[src/rtl/mirfak_defines_pkg.sv]
`default_nettype none
// ============================================================================
//  Module      : mirfak_defines (package)
//  Description : Shared definitions for the Mirfak decode stage: control-word
//                layout, immediate / operand selector codes, exception
//                causes, the NOP encoding, the EX payload record and the
//                RV32I immediate decoder.
//  Revision    : 1.0 - parametrised valid/ready decode stage
// ============================================================================
package mirfak_defines;

   // Immediate format selector (codes 5..7 decode to an all-zero immediate)
   localparam logic [2:0] c_imm_i = 3'd0;
   localparam logic [2:0] c_imm_s = 3'd1;
   localparam logic [2:0] c_imm_b = 3'd2;
   localparam logic [2:0] c_imm_u = 3'd3;
   localparam logic [2:0] c_imm_j = 3'd4;

   // Operand A selector
   localparam logic [1:0] c_sel_a_rf   = 2'd0;
   localparam logic [1:0] c_sel_a_pc   = 2'd1;
   localparam logic [1:0] c_sel_a_pc4  = 2'd2;
   localparam logic [1:0] c_sel_a_zero = 2'd3;

   // Operand B selector
   localparam logic [1:0] c_sel_b_rf   = 2'd0;
   localparam logic [1:0] c_sel_b_imm  = 2'd1;
   localparam logic [1:0] c_sel_b_four = 2'd2;
   localparam logic [1:0] c_sel_b_zero = 2'd3;

   // Forwarding selector: 0 = register file, k = forwarding slice k-1
   localparam int c_fwd_rf = 0;

   // Exception causes
   localparam logic [3:0] E_INST_ADDR_MISALIGNED = 4'd0;
   localparam logic [3:0] E_ILLEGAL_INST         = 4'd2;

   // ADDI x0, x0, 0
   localparam logic [31:0] NOP = 32'h0000_0013;

   // Decoder control word (first member is the MSB)
   typedef struct packed {
      logic       invalid;
      logic [2:0] br_funct;   // RV32I branch funct3
      logic       jalr;
      logic       jump;       // JAL
      logic       branch;
      logic [1:0] sel_b;
      logic [1:0] sel_a;
      logic [2:0] sel_imm;
   } ctrl_t;

   localparam int CTRL_SZ = $bits(ctrl_t);

   // Everything EX receives for one instruction
   typedef struct packed {
      logic [31:0] pc;
      logic [31:0] pc4;
      logic [31:0] instr;
      logic [31:0] mtval;
      logic [31:0] op_a;
      logic [31:0] op_b;
      logic [31:0] lsu_wdata;
      logic        exception;
      logic [3:0]  xcause;
      logic        bubble;
      ctrl_t       control;
      logic [2:0]  cmp;       // {eq, lt, ltu}
   } ex_payload_t;

   // RV32I sign-extended immediates
   function automatic logic [31:0] imm_decode(input logic [31:0] instr,
                                              input logic [2:0]  sel);
      logic [31:0] imm;
      case (sel)
         c_imm_i: imm = {{20{instr[31]}}, instr[31:20]};
         c_imm_s: imm = {{20{instr[31]}}, instr[31:25], instr[11:7]};
         c_imm_b: imm = {{19{instr[31]}}, instr[31], instr[7],
                         instr[30:25], instr[11:8], 1'b0};
         c_imm_u: imm = {instr[31:12], 12'b0};
         c_imm_j: imm = {{11{instr[31]}}, instr[31], instr[19:12],
                         instr[20], instr[30:21], 1'b0};
         default: imm = '0;
      endcase
      return imm;
   endfunction

endpackage
`default_nettype wire

[src/rtl/mirfak_register_file.sv]
`default_nettype none
// ============================================================================
//  Module      : mirfak_register_file
//  Description : 32 x 32-bit register file, two asynchronous read ports and
//                one synchronous write port. x0 always reads zero. A read of
//                the address being written returns the old contents.
//  Ports       : clk_i                          clock
//                raddr_a_i/rdata_a_o            read port A
//                raddr_b_i/rdata_b_o            read port B
//                waddr_i/wdata_i/wen_i          write port
//  Revision    : 1.0 - initial release
// ============================================================================
module mirfak_register_file (
   input  logic        clk_i,
   input  logic [4:0]  raddr_a_i,
   input  logic [4:0]  raddr_b_i,
   output logic [31:0] rdata_a_o,
   output logic [31:0] rdata_b_o,
   input  logic [4:0]  waddr_i,
   input  logic [31:0] wdata_i,
   input  logic        wen_i
);

   logic [31:0] r_regs [0:31];

   always_ff @(posedge clk_i) begin
      if (wen_i && (waddr_i != 5'd0)) begin
         r_regs[waddr_i] <= wdata_i;
      end
   end

   assign rdata_a_o = (raddr_a_i == 5'd0) ? 32'd0 : r_regs[raddr_a_i];
   assign rdata_b_o = (raddr_b_i == 5'd0) ? 32'd0 : r_regs[raddr_b_i];

endmodule
`default_nettype wire

[src/rtl/mirfak_decode_stage.sv]
`default_nettype none
// ============================================================================
//  Module      : mirfak_decode_stage
//  Description : Instruction decode stage. Decodes immediates, reads the
//                register file, applies N-source operand forwarding,
//                resolves branches/jumps (or defers them to EX), raises
//                decode exceptions and hands the result to EX over a
//                valid/ready handshake with an optional one-entry skid.
//  Ports       : clk_i, rst_i                      clock, sync reset
//                id_valid_i/id_ready_o             IF handshake
//                id_pc_i .. id_control_i           IF payload
//                id_fwd_a_sel_i/id_fwd_b_sel_i     forwarding selects
//                fwd_data_i                        forwarding data
//                wb_waddr_i/wb_wdata_i/wb_wen_i    register-file write
//                flush_i                           kill IF + stage contents
//                ex_valid_o/ex_ready_i, ex_*       EX handshake and payload
//                pc_bj_target_o/take_branch_o      redirect to IF
//  Revision    : 1.0 - valid/ready handshake with skid buffer
// ============================================================================
module mirfak_decode_stage
   import mirfak_defines::*;
#(
   parameter  int NFWD         = 2,
   parameter  int EARLY_BRANCH = 1,
   parameter  int SKID         = 1,
   localparam int FSW          = $clog2(NFWD + 1)
) (
   input  logic                clk_i,
   input  logic                rst_i,
   input  logic                id_valid_i,
   output logic                id_ready_o,
   input  logic [31:0]         id_pc_i,
   input  logic [31:0]         id_pc4_i,
   input  logic [31:0]         id_instruction_i,
   input  logic                id_if_exception_i,
   input  logic [3:0]          id_if_xcause_i,
   input  logic                id_bubble_i,
   input  logic [CTRL_SZ-1:0]  id_control_i,
   input  logic [FSW-1:0]      id_fwd_a_sel_i,
   input  logic [FSW-1:0]      id_fwd_b_sel_i,
   input  logic [32*NFWD-1:0]  fwd_data_i,
   input  logic [4:0]          wb_waddr_i,
   input  logic [31:0]         wb_wdata_i,
   input  logic                wb_wen_i,
   input  logic                flush_i,
   output logic                ex_valid_o,
   input  logic                ex_ready_i,
   output logic [31:0]         ex_pc_o,
   output logic [31:0]         ex_pc4_o,
   output logic [31:0]         ex_instruction_o,
   output logic [31:0]         ex_mtval_o,
   output logic [31:0]         ex_operand_a_o,
   output logic [31:0]         ex_operand_b_o,
   output logic [31:0]         ex_lsu_wdata_o,
   output logic                ex_exception_o,
   output logic [3:0]          ex_xcause_o,
   output logic                ex_bubble_o,
   output logic [CTRL_SZ-1:0]  ex_control_o,
   output logic [2:0]          ex_cmp_o,
   output logic [31:0]         pc_bj_target_o,
   output logic                take_branch_o
);

   typedef enum logic [0:0] {
      SKID_EMPTY = 1'b0,
      SKID_FULL  = 1'b1
   } skid_state_t;

   localparam ex_payload_t c_ex_reset = '{
      pc: 32'd0, pc4: 32'd0, instr: NOP, mtval: 32'd0,
      op_a: 32'd0, op_b: 32'd0, lsu_wdata: 32'd0,
      exception: 1'b0, xcause: 4'd0, bubble: 1'b0,
      control: '0, cmp: 3'd0
   };

   ctrl_t       w_ctrl;
   logic [31:0] w_rf_a, w_rf_b;
   logic [31:0] w_fdata_a, w_fdata_b;
   logic [31:0] w_imm, w_imm_i, w_imm_b, w_imm_j;
   logic        w_eq, w_lt, w_ltu, w_cond, w_taken, w_misaligned;
   logic [31:0] w_target;
   logic        w_accept, w_move;
   ex_payload_t w_new;

   ex_payload_t r_ex;
   ex_payload_t r_skid;
   logic        r_ex_valid;
   logic        r_id_ready;
   skid_state_t r_state;

   assign w_ctrl = ctrl_t'(id_control_i);

   mirfak_register_file u_rf (
      .clk_i     (clk_i),
      .raddr_a_i (id_instruction_i[19:15]),
      .raddr_b_i (id_instruction_i[24:20]),
      .rdata_a_o (w_rf_a),
      .rdata_b_o (w_rf_b),
      .waddr_i   (wb_waddr_i),
      .wdata_i   (wb_wdata_i),
      .wen_i     (wb_wen_i)
   );

   // Selects above NFWD fall through to zero
   function automatic logic [31:0] fwd_pick(input logic [FSW-1:0] sel,
                                            input logic [31:0]    rf);
      logic [31:0] v;
      v = '0;
      if (int'(sel) == c_fwd_rf) v = rf;
      for (int k = 1; k <= NFWD; k++) begin
         if (int'(sel) == k) v = fwd_data_i[32*(k-1) +: 32];
      end
      return v;
   endfunction

   assign w_fdata_a = fwd_pick(id_fwd_a_sel_i, w_rf_a);
   assign w_fdata_b = fwd_pick(id_fwd_b_sel_i, w_rf_b);

   assign w_imm   = imm_decode(id_instruction_i, w_ctrl.sel_imm);
   assign w_imm_i = imm_decode(id_instruction_i, c_imm_i);
   assign w_imm_b = imm_decode(id_instruction_i, c_imm_b);
   assign w_imm_j = imm_decode(id_instruction_i, c_imm_j);

   // Branch compare on the forwarded register values
   assign w_eq  = (w_fdata_a == w_fdata_b);
   assign w_lt  = ($signed(w_fdata_a) < $signed(w_fdata_b));
   assign w_ltu = (w_fdata_a < w_fdata_b);

   always_comb begin
      w_cond = 1'b0;
      case (w_ctrl.br_funct)
         3'b000:  w_cond = w_eq;
         3'b001:  w_cond = !w_eq;
         3'b100:  w_cond = w_lt;
         3'b101:  w_cond = !w_lt;
         3'b110:  w_cond = w_ltu;
         3'b111:  w_cond = !w_ltu;
         default: w_cond = 1'b0;
      endcase
   end

   assign w_taken = w_ctrl.jalr || w_ctrl.jump || (w_ctrl.branch && w_cond);

   always_comb begin
      w_target = id_pc_i + w_imm_b;
      if (w_ctrl.jalr) begin
         w_target = (w_fdata_a + w_imm_i) & ~32'd1;
      end else if (w_ctrl.jump) begin
         w_target = id_pc_i + w_imm_j;
      end
   end

   assign w_misaligned   = w_taken && (w_target[1:0] != 2'b00);
   assign pc_bj_target_o = w_target;

   assign w_accept = id_valid_i && id_ready_o && !flush_i;
   assign w_move   = r_ex_valid && ex_ready_i;

   generate
      if (EARLY_BRANCH != 0) begin : g_early_branch
         assign take_branch_o = w_accept && w_taken;
      end else begin : g_late_branch
         assign take_branch_o = 1'b0;
      end
   endgenerate

   // Payload built from the values visible at accept time
   always_comb begin
      w_new           = c_ex_reset;
      w_new.pc        = id_pc_i;
      w_new.pc4       = id_pc4_i;
      w_new.instr     = id_instruction_i;
      w_new.bubble    = id_bubble_i;
      w_new.control   = w_ctrl;
      w_new.cmp       = {w_eq, w_lt, w_ltu};
      w_new.lsu_wdata = w_fdata_b;

      case (w_ctrl.sel_a)
         c_sel_a_rf:  w_new.op_a = w_fdata_a;
         c_sel_a_pc:  w_new.op_a = id_pc_i;
         c_sel_a_pc4: w_new.op_a = id_pc4_i;
         default:     w_new.op_a = 32'd0;
      endcase

      case (w_ctrl.sel_b)
         c_sel_b_rf:   w_new.op_b = w_fdata_b;
         c_sel_b_imm:  w_new.op_b = w_imm;
         c_sel_b_four: w_new.op_b = 32'd4;
         default:      w_new.op_b = 32'd0;
      endcase

      if (id_if_exception_i) begin
         w_new.exception = 1'b1;
         w_new.xcause    = id_if_xcause_i;
         w_new.mtval     = id_pc_i;
      end else if (w_misaligned) begin
         w_new.exception = 1'b1;
         w_new.xcause    = E_INST_ADDR_MISALIGNED;
         w_new.mtval     = w_target;
      end else if (w_ctrl.invalid) begin
         w_new.exception = 1'b1;
         w_new.xcause    = E_ILLEGAL_INST;
         w_new.mtval     = id_instruction_i;
      end
   end

   // EX register plus skid entry. FULL only arises when SKID != 0, since
   // without a skid an accept implies EX is free or draining.
   always_ff @(posedge clk_i) begin
      if (rst_i) begin
         r_ex       <= c_ex_reset;
         r_skid     <= c_ex_reset;
         r_ex_valid <= 1'b0;
         r_id_ready <= 1'b1;
         r_state    <= SKID_EMPTY;
      end else if (flush_i) begin
         r_ex_valid <= 1'b0;
         r_id_ready <= 1'b1;
         r_state    <= SKID_EMPTY;
      end else begin
         case (r_state)
            SKID_EMPTY: begin
               if (w_accept) begin
                  if (r_ex_valid && !ex_ready_i) begin
                     r_skid     <= w_new;
                     r_state    <= SKID_FULL;
                     r_id_ready <= 1'b0;
                  end else begin
                     r_ex       <= w_new;
                     r_ex_valid <= 1'b1;
                  end
               end else if (w_move) begin
                  r_ex_valid <= 1'b0;
               end
            end
            SKID_FULL: begin
               if (w_move) begin
                  r_ex       <= r_skid;
                  r_ex_valid <= 1'b1;
                  r_id_ready <= 1'b1;
                  r_state    <= SKID_EMPTY;
               end
            end
            default: begin
               r_state    <= SKID_EMPTY;
               r_id_ready <= 1'b1;
            end
         endcase
      end
   end

   generate
      if (SKID != 0) begin : g_ready_skid
         assign id_ready_o = r_id_ready;
      end else begin : g_ready_direct
         assign id_ready_o = ex_ready_i || !r_ex_valid;
      end
   endgenerate

   assign ex_valid_o       = r_ex_valid;
   assign ex_pc_o          = r_ex.pc;
   assign ex_pc4_o         = r_ex.pc4;
   assign ex_instruction_o = r_ex.instr;
   assign ex_mtval_o       = r_ex.mtval;
   assign ex_operand_a_o   = r_ex.op_a;
   assign ex_operand_b_o   = r_ex.op_b;
   assign ex_lsu_wdata_o   = r_ex.lsu_wdata;
   assign ex_exception_o   = r_ex.exception;
   assign ex_xcause_o      = r_ex.xcause;
   assign ex_bubble_o      = r_ex.bubble;
   assign ex_control_o     = r_ex.control;
   assign ex_cmp_o         = r_ex.cmp;

endmodule
`default_nettype wire

[config.mk]
export PLATFORM = sky130hd
export DESIGN_NAME = mirfak_decode_stage
export DESIGN_NICKNAME = d
export VERILOG_FILES = /design/src/rtl/mirfak_defines_pkg.sv /design/src/rtl/mirfak_register_file.sv /design/src/rtl/mirfak_decode_stage.sv
export SDC_FILE = /design/constraint.sdc
export NUM_CORES = 2
export LEC_CHECK = 0
export CAP_MARGIN = 10
export CORE_ASPECT_RATIO = 0.6
export CORE_UTILIZATION = 39
export DETAILED_ROUTE_END_ITERATION = 10
export SLEW_MARGIN = 20
export SYNTH_ARGS = -nofsm -noshare
export SYNTH_HDL_FRONTEND = slang
export SYNTH_SLANG_ARGS = --single-unit
[constraint.sdc]
create_clock -name clk_i -period 11.73 [get_ports clk_i]
set_clock_uncertainty 0.1 [all_clocks]
set_input_delay 1.7595 -clock clk_i [delete_from_list [all_inputs] [get_ports clk_i]]
set_output_delay 1.7595 -clock clk_i [all_outputs]
set_load 0.03 [all_outputs]
# Word level (Yosys, flattened, before mapping)
# Memories as Yosys holds them, arrays and structs flattened.
# Index checks and enable logic that the tools add are counted.
# word_totals
reg_bits	497
input_bits	227
memories	1
output_inout_bits	282
wordCells	141
ram_bits	1024
# mem_list
memory	words	width	rd	rd_clocked_by_memory_dff	write_ports	line	rtl
u_rf.r_regs	32	32	2	0	1	mirfak_register_file.sv:24	logic [31:0] r_regs [0:31];
# classes
addsub	3
n_bitwise	2
order_cmp	2
reduce_logical	30
eq_ne	24
mux	38
# op_table
op	count
two-way mux 247 bit	3
one-hot mux 247 bit (2 select lines)	1
two-way mux 32 bit	13
one-hot mux 32 bit (3 select lines)	2
one-hot mux 32 bit (5 select lines)	1
adder 32 bit	3
less-than comparator 32 bit	2
== test 32 bit	1
== test 3 bit (second input constant)	5
two-way mux 5 bit	3
== test 2 bit (second input constant)	6
two-way mux 1 bit	11
logical NOT 5 bit	2
logical AND 1 bit	8
logical NOT 2 bit	4
!= test 2 bit (second input constant)	4
AND reduction 4 bit	2
== test 3 x 1 -> 1 bit (second input constant)	2
== test 3 x 2 -> 1 bit (second input constant)	2
logical NOT 3 bit	2
!= test 3 bit (second input constant)	2
one-hot mux 1 bit (2 select lines)	3
one-hot mux 1 bit (6 select lines)	1
AND reduction 3 bit	2
7 further kinds	14

# Logic depth before layout (Yosys ltp)
# logic_depth
ltp_word	16
ltp_mapped	27
mapped_depth_nobuf	20

# By module
# A second synthesis with hierarchy kept.
# unflattened
hier_cells	6072
hier_area_um2	74756.7
# modules_own_cells
module	area_each_um2	seq_area_each_um2	cells_per_inst	n_inst
mirfak_register_file	47929.7	30749.5	2564	1
mirfak_decode_stage	26827.0	9949.5	3508	1

# Least setup slack after synthesis
# OpenSTA, ideal clock, no wires.
# synth_timing
path_kind	input -> output
from	input id_instruction_i[16]
to	output pc_bj_target_o[16]
t_required_ns	9.871
path_buffers	4
setup_slack_ns	3.206
t_arrival_ns	6.664
path_stages	16
cell_sequence	buf_2 -> buf_2 -> clkbuf_1 -> buf_1 -> mux4_2 -> mux4_2 -> mux2_2 -> a22oi_1 -> o21ai_0 -> fa_1 -> a21o_1 -> a41oi_1 -> a21oi_1 -> o211ai_1 -> a21oi_1 -> o311ai_0
# synth_between
elab_chain_len	7
elab_cells_between_ends	10
cone_classes	add/sub (2); mux (6); reduce/logical (1); memory (1)
# synth_rtl
item	line	rtl
start: declaration	mirfak_decode_stage.sv:34	input logic [31:0] id_instruction_i,
memory (32 x 32 bit) or logical NOT 5 bit (tied branches)	--	
two-way mux 32 bit	mirfak_register_file.sv:32	assign rdata_a_o = (raddr_a_i == 5'd0) ? 32'd0 : r_regs[raddr_a_i];
two-way mux 32 bit	mirfak_decode_stage.sv:109	if (int'(sel) == c_fwd_rf) v = rf;
two-way mux 32 bit (2 in a row)	mirfak_decode_stage.sv:111	if (int'(sel) == k) v = fwd_data_i[32*(k-1) +: 32];
adder 32 bit	mirfak_decode_stage.sv:147	w_target = (w_fdata_a + w_imm_i) & ~32'd1;
two-way mux 32 bit (*)	mirfak_decode_stage.sv:146	if (w_ctrl.jalr) begin
end: declaration	mirfak_decode_stage.sv:60	output logic [31:0] pc_bj_target_o,
# Mark *: on every way between the ends. The rest lies on a longest branch, timed or not.

# Final worst setup path
# layout_timing
from	input id_instruction_i[16]
to	output take_branch_o
# layout_between
elab_chain_len	11
elab_cells_between_ends	16
cone_classes	order compare (2); eq/ne (1); mux (5); reduce/logical (7); memory (1)
# layout_rtl
item	line	rtl
memory (32 x 32 bit) or logical NOT 5 bit (tied branches)	--	
two-way mux 32 bit (*)	mirfak_register_file.sv:32	
two-way mux 32 bit (*)	mirfak_decode_stage.sv:109	
two-way mux 32 bit (*) (2 in a row)	mirfak_decode_stage.sv:111	
less-than comparator 32 bit, or another cell as far along	mirfak_decode_stage.sv:127	assign w_ltu = (w_fdata_a < w_fdata_b);
logical NOT 1 bit (on tied branches)	mirfak_decode_stage.sv:137, mirfak_decode_stage.sv:133, mirfak_decode_stage.sv:135	
one-hot mux 1 bit (6 select lines) (*)	mirfak_decode_stage.sv:131	case (w_ctrl.br_funct)
logical AND 1 bit (*)	mirfak_decode_stage.sv:142	assign w_taken = w_ctrl.jalr || w_ctrl.jump || (w_ctrl.branch && w_cond);
logical OR 1 bit (*)	mirfak_decode_stage.sv:142	
logical AND 1 bit (*)	mirfak_decode_stage.sv:161	assign take_branch_o = w_accept && w_taken;
end: declaration	mirfak_decode_stage.sv:61	output logic take_branch_o
# Marks and branches as above.

==> flow_results.xml <==
<?xml version="1.0" encoding="UTF-8"?>
<metrics>
  <group name="run_status">
    <metric name="status" unit="">completed</metric>
  </group>
  <group name="placement">
    <metric name="dp.final_hpwl" unit="mm">191</metric>
    <metric name="place_inst" unit="">8400</metric>
    <metric name="placement.io_buffers" unit="">508</metric>
    <metric name="routability_congestion_estimate" unit="">0.962</metric>
  </group>
  <group name="setup_path">
    <metric name="critPathArrivalTime" unit="ps">8710</metric>
    <metric name="critical_path.endpoint_type" unit="">output port</metric>
    <metric name="worstSetupPathType" unit="">input pin to output port</metric>
    <metric name="critical_path.startpoint_type" unit="">input pin</metric>
    <metric name="worstPathRequired" unit="ps">9870</metric>
    <metric name="path_max_fanout" unit="">80</metric>
  </group>
  <group name="final_layout">
    <metric name="multi_input_area" unit="mm²">0.0316</metric>
    <metric name="final_cell_count_no_fill" unit="">8680</metric>
    <metric name="ratio_of_cells_with_drive_above_1_in_the_final_layout" unit="%">17.9</metric>
    <metric name="layout.core_utilization" unit="%">46.2</metric>
    <metric name="register_area" unit="mm²">0.0407</metric>
    <metric name="area_delta_synth_final" unit="%">17.3</metric>
    <metric name="final_net_count" unit="">6371</metric>
    <metric name="filler_cells_inserted" unit="">16500</metric>
  </group>
  <group name="synthesis">
    <metric name="synth_area_leader_cell" unit="">sky130_fd_sc_hd__edfxtp_1</metric>
    <metric name="synth-seq-cells" unit="">1521</metric>
    <metric name="post_synth_xor_area_fraction" unit="%">0.557</metric>
    <metric name="ys_dominant_reg_cell" unit="">sky130_fd_sc_hd__edfxtp_1</metric>
    <metric name="synth_enable_flop_cells" unit="">1024</metric>
    <metric name="synthesis.yosys.warnings" unit="">0</metric>
    <metric name="synth-adder-area-share" unit="%">1.61</metric>
    <metric name="synth.yosys.seq_area_share" unit="%">55.0</metric>
    <metric name="cell_types_occupying_the_most_area_after_synthesis" unit="">sky130_fd_sc_hd__edfxtp_1 (42%), sky130_fd_sc_hd__mux4_2 (17%), sky130_fd_sc_hd__dfxtp_1 (13%)</metric>
    <metric name="synth_area" unit="mm²">0.0740</metric>
    <metric name="post_synth_num_cell_types" unit="">83</metric>
    <metric name="syn-instance-count" unit="">5659</metric>
    <metric name="combinational_family_with_the_most_area_after_synthesis" unit="">multiplexers</metric>
    <metric name="synth_top_area_share" unit="%">41.6</metric>
    <metric name="avgSynthCellArea" unit="µm²">13.1</metric>
    <metric name="synth_compound_area_share" unit="%">10.7</metric>
    <metric name="async_flop_share" unit="%">0</metric>
    <metric name="synth_area_in_simple_gates" unit="%">7.49</metric>
    <metric name="post_synth_mux_area_share" unit="%">21.8</metric>
  </group>
  <group name="clock_network">
    <metric name="worst_case_clock_buffer_depth" unit="">4</metric>
    <metric name="clock_tree_from_tritoncts" unit="">built</metric>
    <metric name="cts_htree_levels" unit="">4</metric>
    <metric name="cts.reportedPaths.clkPinSlew" unit="ps">70</metric>
    <metric name="cts_setup_buffers" unit="">0</metric>
    <metric name="clkLatencyLatePin" unit="ps">810</metric>
    <metric name="cts.repair.resized" unit="">0</metric>
    <metric name="cts_sinks" unit="">1521</metric>
    <metric name="cts.root.buffer_cell" unit="">sky130_fd_sc_hd__clkbuf_16</metric>
    <metric name="cts_buffers" unit="">148</metric>
    <metric name="cts.hold.buffers_added" unit="">0</metric>
  </group>
  <group name="power_and_ir_drop">
    <metric name="p_comb_share" unit="%">15.7</metric>
    <metric name="power.leakage" unit="µW">0.0283</metric>
    <metric name="worst_ir_drop_vdd" unit="V">0.000115</metric>
    <metric name="p_per_area" unit="mW/mm²">147</metric>
    <metric name="power_switching_share" unit="%">27.3</metric>
    <metric name="p_int" unit="µW">9250</metric>
    <metric name="power.sequential.fraction" unit="%">46.2</metric>
    <metric name="clock_power_share" unit="%">38.0</metric>
    <metric name="p_switching" unit="µW">3470</metric>
  </group>
  <group name="routing">
    <metric name="routed-via-count" unit="">55400</metric>
    <metric name="postRouteAntennaNets" unit="">0</metric>
    <metric name="vias_per_cell" unit="">6.38</metric>
    <metric name="dr.pass1.iters" unit="">6</metric>
    <metric name="remaining_drc_errors" unit="">0</metric>
    <metric name="average_wire_per_standard_cell" unit="µm">33.7</metric>
    <metric name="initialDrtViolationCount" unit="">8492</metric>
    <metric name="routed_wl" unit="mm">293</metric>
  </group>
  <group name="sta">
    <metric name="post-route-period-util" unit="%">90.1</metric>
    <metric name="timing.slew.headroom" unit="%">9.61</metric>
    <metric name="timing.final.setup_violations" unit="">0</metric>
    <metric name="fmax" unit="MHz">94.7</metric>
    <metric name="count_of_final_hold_check_violations" unit="">0</metric>
    <metric name="rsz0062_at_grt" unit="">no</metric>
    <metric name="fin_setup_tns" unit="ps">0</metric>
    <metric name="timing.final.max_slew_violations" unit="">0</metric>
    <metric name="worstMarginPinSlew" unit="ps">1340</metric>
    <metric name="timing.final.crit_period" unit="ps">10560</metric>
  </group>
  <group name="grt">
    <metric name="antenna_violations_before_repair" unit="">40</metric>
    <metric name="grt_pass1_wl" unit="mm">404</metric>
    <metric name="grt.overflow.total" unit="">0</metric>
    <metric name="grt_pass1_vias" unit="">50800</metric>
    <metric name="grt_usage" unit="%">29.9</metric>
    <metric name="maximum_number_of_pins_on_one_net_before_global_route_repair" unit="">193</metric>
  </group>
  <group name="hold_path">
    <metric name="worstHoldPathType" unit="">register to register</metric>
  </group>
  <group name="floorplanning">
    <metric name="design.die.area" unit="mm²">0.191</metric>
    <metric name="die_w" unit="µm">564</metric>
    <metric name="ios" unit="">509</metric>
    <metric name="floorplan.initialDensity" unit="%">39.4</metric>
    <metric name="die_height" unit="µm">339</metric>
    <metric name="floorplan.rows" unit="">123</metric>
    <metric name="core" unit="mm²">0.188</metric>
  </group>
  <group name="flow_run">
    <metric name="cap_viol_max_count" unit="">0</metric>
  </group>
</metrics>
[critical path, cell delays in order]
cell and delay, ps:
sky130_fd_sc_hd__buf_8 480, sky130_fd_sc_hd__buf_4 420, sky130_fd_sc_hd__buf_12 390, sky130_fd_sc_hd__mux4_2 410, sky130_fd_sc_hd__mux4_2 530, sky130_fd_sc_hd__mux2_2 340
sky130_fd_sc_hd__a22oi_1 410, sky130_fd_sc_hd__o21ai_0 490, sky130_fd_sc_hd__ha_1 490, sky130_fd_sc_hd__nand4_1 170, sky130_fd_sc_hd__nor3_2 430, sky130_fd_sc_hd__o2111ai_1 170
sky130_fd_sc_hd__o211ai_1 390, sky130_fd_sc_hd__a211oi_1 110, sky130_fd_sc_hd__o31ai_1 490, sky130_fd_sc_hd__buf_4 250, sky130_fd_sc_hd__a21oi_1 80, sky130_fd_sc_hd__clkdlybuf4s50_1 630
[per-stage QoR]
step / area, µm² / power, µW / hold slack, ps / setup slack [ps]
6_report: 86800 / 12700 / 354 / 1170
5_1_grt: 86800 / 13000 / 368 / 986
4_1_cts: 86800 / 12700 / 352 / 1300
3_5_place_dp: 82100 / 7930 / 344 / 1330
3_3_place_gp: 82100 / 7920 / 339 / 1380
2_1_floorplan: 74100 / 7070 / 332 / 3210
[area by class of cell]
class	count	share of cell area, %
Inverter	45	0.195
Sequential cell	1521	46.9
Multi-Input combinational cell	3660	36.4
Antenna cell	25	0.0721
Tap cell	2500	3.60
Timing Repair Buffer	674	7.44
Clock buffer	180	4.55
Clock inverter	75	0.854
[power by group through the flow]
stage / logic (µW) / clock network [µW] / registers [µW]
3_3_place_gp: 1930 / 0 / 5990
2_1_floorplan: 993 / 0 / 6070
3_5_place_dp: 1940 / 0 / 5990
5_1_grt: 2070 / 5090 / 5880
6_report: 2000 / 4840 / 5880
4_1_cts: 1950 / 4880 / 5880
[logic make-up after synthesis]
group / after synthesis
adder cells (fa/ha/maj): 94
XOR/XNOR: 47
multiplexers: 900
other: 1
flip-flops: 1521
AO/OA/AOI/OAI: 1250
buffers and inverters: 509
AND/OR/NAND/NOR: 1337
[state kept, by name, summed over array words and instances (netlist names)]
register	count
ex_pc_o	32
ex_cmp_o	3
ex_exception_o	1
r_state	1
id_ready_o	1
ex_control_o	14
ex_instruction_o	32
ex_lsu_wdata_o	32
ex_pc4_o	32
ex_xcause_o	4
r_skid	247
u_rf.r_regs	1024
ex_operand_b_o	32
ex_operand_a_o	32
ex_bubble_o	1
ex_valid_o	1
ex_mtval_o	32
[cells in the final DEF, fill, tap and decap left out, types with 63 or more instances in the layout]
cell / instances
sky130_fd_sc_hd__edfxtp_1: 1024
sky130_fd_sc_hd__nand2_1: 718
sky130_fd_sc_hd__mux4_2: 557
sky130_fd_sc_hd__dfxtp_1: 496
sky130_fd_sc_hd__clkdlybuf4s50_1: 485
sky130_fd_sc_hd__a21oi_1: 429
sky130_fd_sc_hd__nor2_1: 374
sky130_fd_sc_hd__mux2i_1: 269
sky130_fd_sc_hd__a211oi_1: 231
sky130_fd_sc_hd__o21ai_0: 218
sky130_fd_sc_hd__buf_4: 157
sky130_fd_sc_hd__clkbuf_16: 150
sky130_fd_sc_hd__ha_1: 92
sky130_fd_sc_hd__mux2_2: 71
sky130_fd_sc_hd__a22oi_1: 63
[final timing paths]
path,startpoint,end,slack (ps),cells past startpoint
min reg2reg,ex_operand_a_o[17],ex_operand_a_o[17],350,2
max,id_instruction_i[16],take_branch_o,1170,18
min,ex_operand_a_o[17],ex_operand_a_o[17],350,2
max reg2reg,u_rf.r_regs[23][21],ex_mtval_o[0],4500,20
[cells in the mapped netlist (all sizes together), types with 17 or more instances]
cell type	n
edfxtp	1024
nand2	719
mux4	560
dfxtp	497
a21oi	431
nor2	397
clkbuf	320
mux2i	269
a211oi	234
o21ai	224
buf	144
ha	92
mux2	71
a22oi	63
nor3	43
inv	42
nand3	36
o211ai	36
xnor2	31
o22ai	30
nand2b	29
o21a	29
a21o	28
a221oi	23
a31oi	22
a22o	18
and2	18
and3	18
o221ai	17
[metal layers]
layer	part of all wire (%)	wire length, µm	global-route usage [%]	vias to the layer above
met3	14	39900	9.94	479
met5	0.047	137	0	-
met2	41	121000	40.9	3633
met4	2.8	8170	8.09	20
met1	42	124000	44.8	28500
li1	-	-	-	22700
Power figures use the tool's default switching activity.
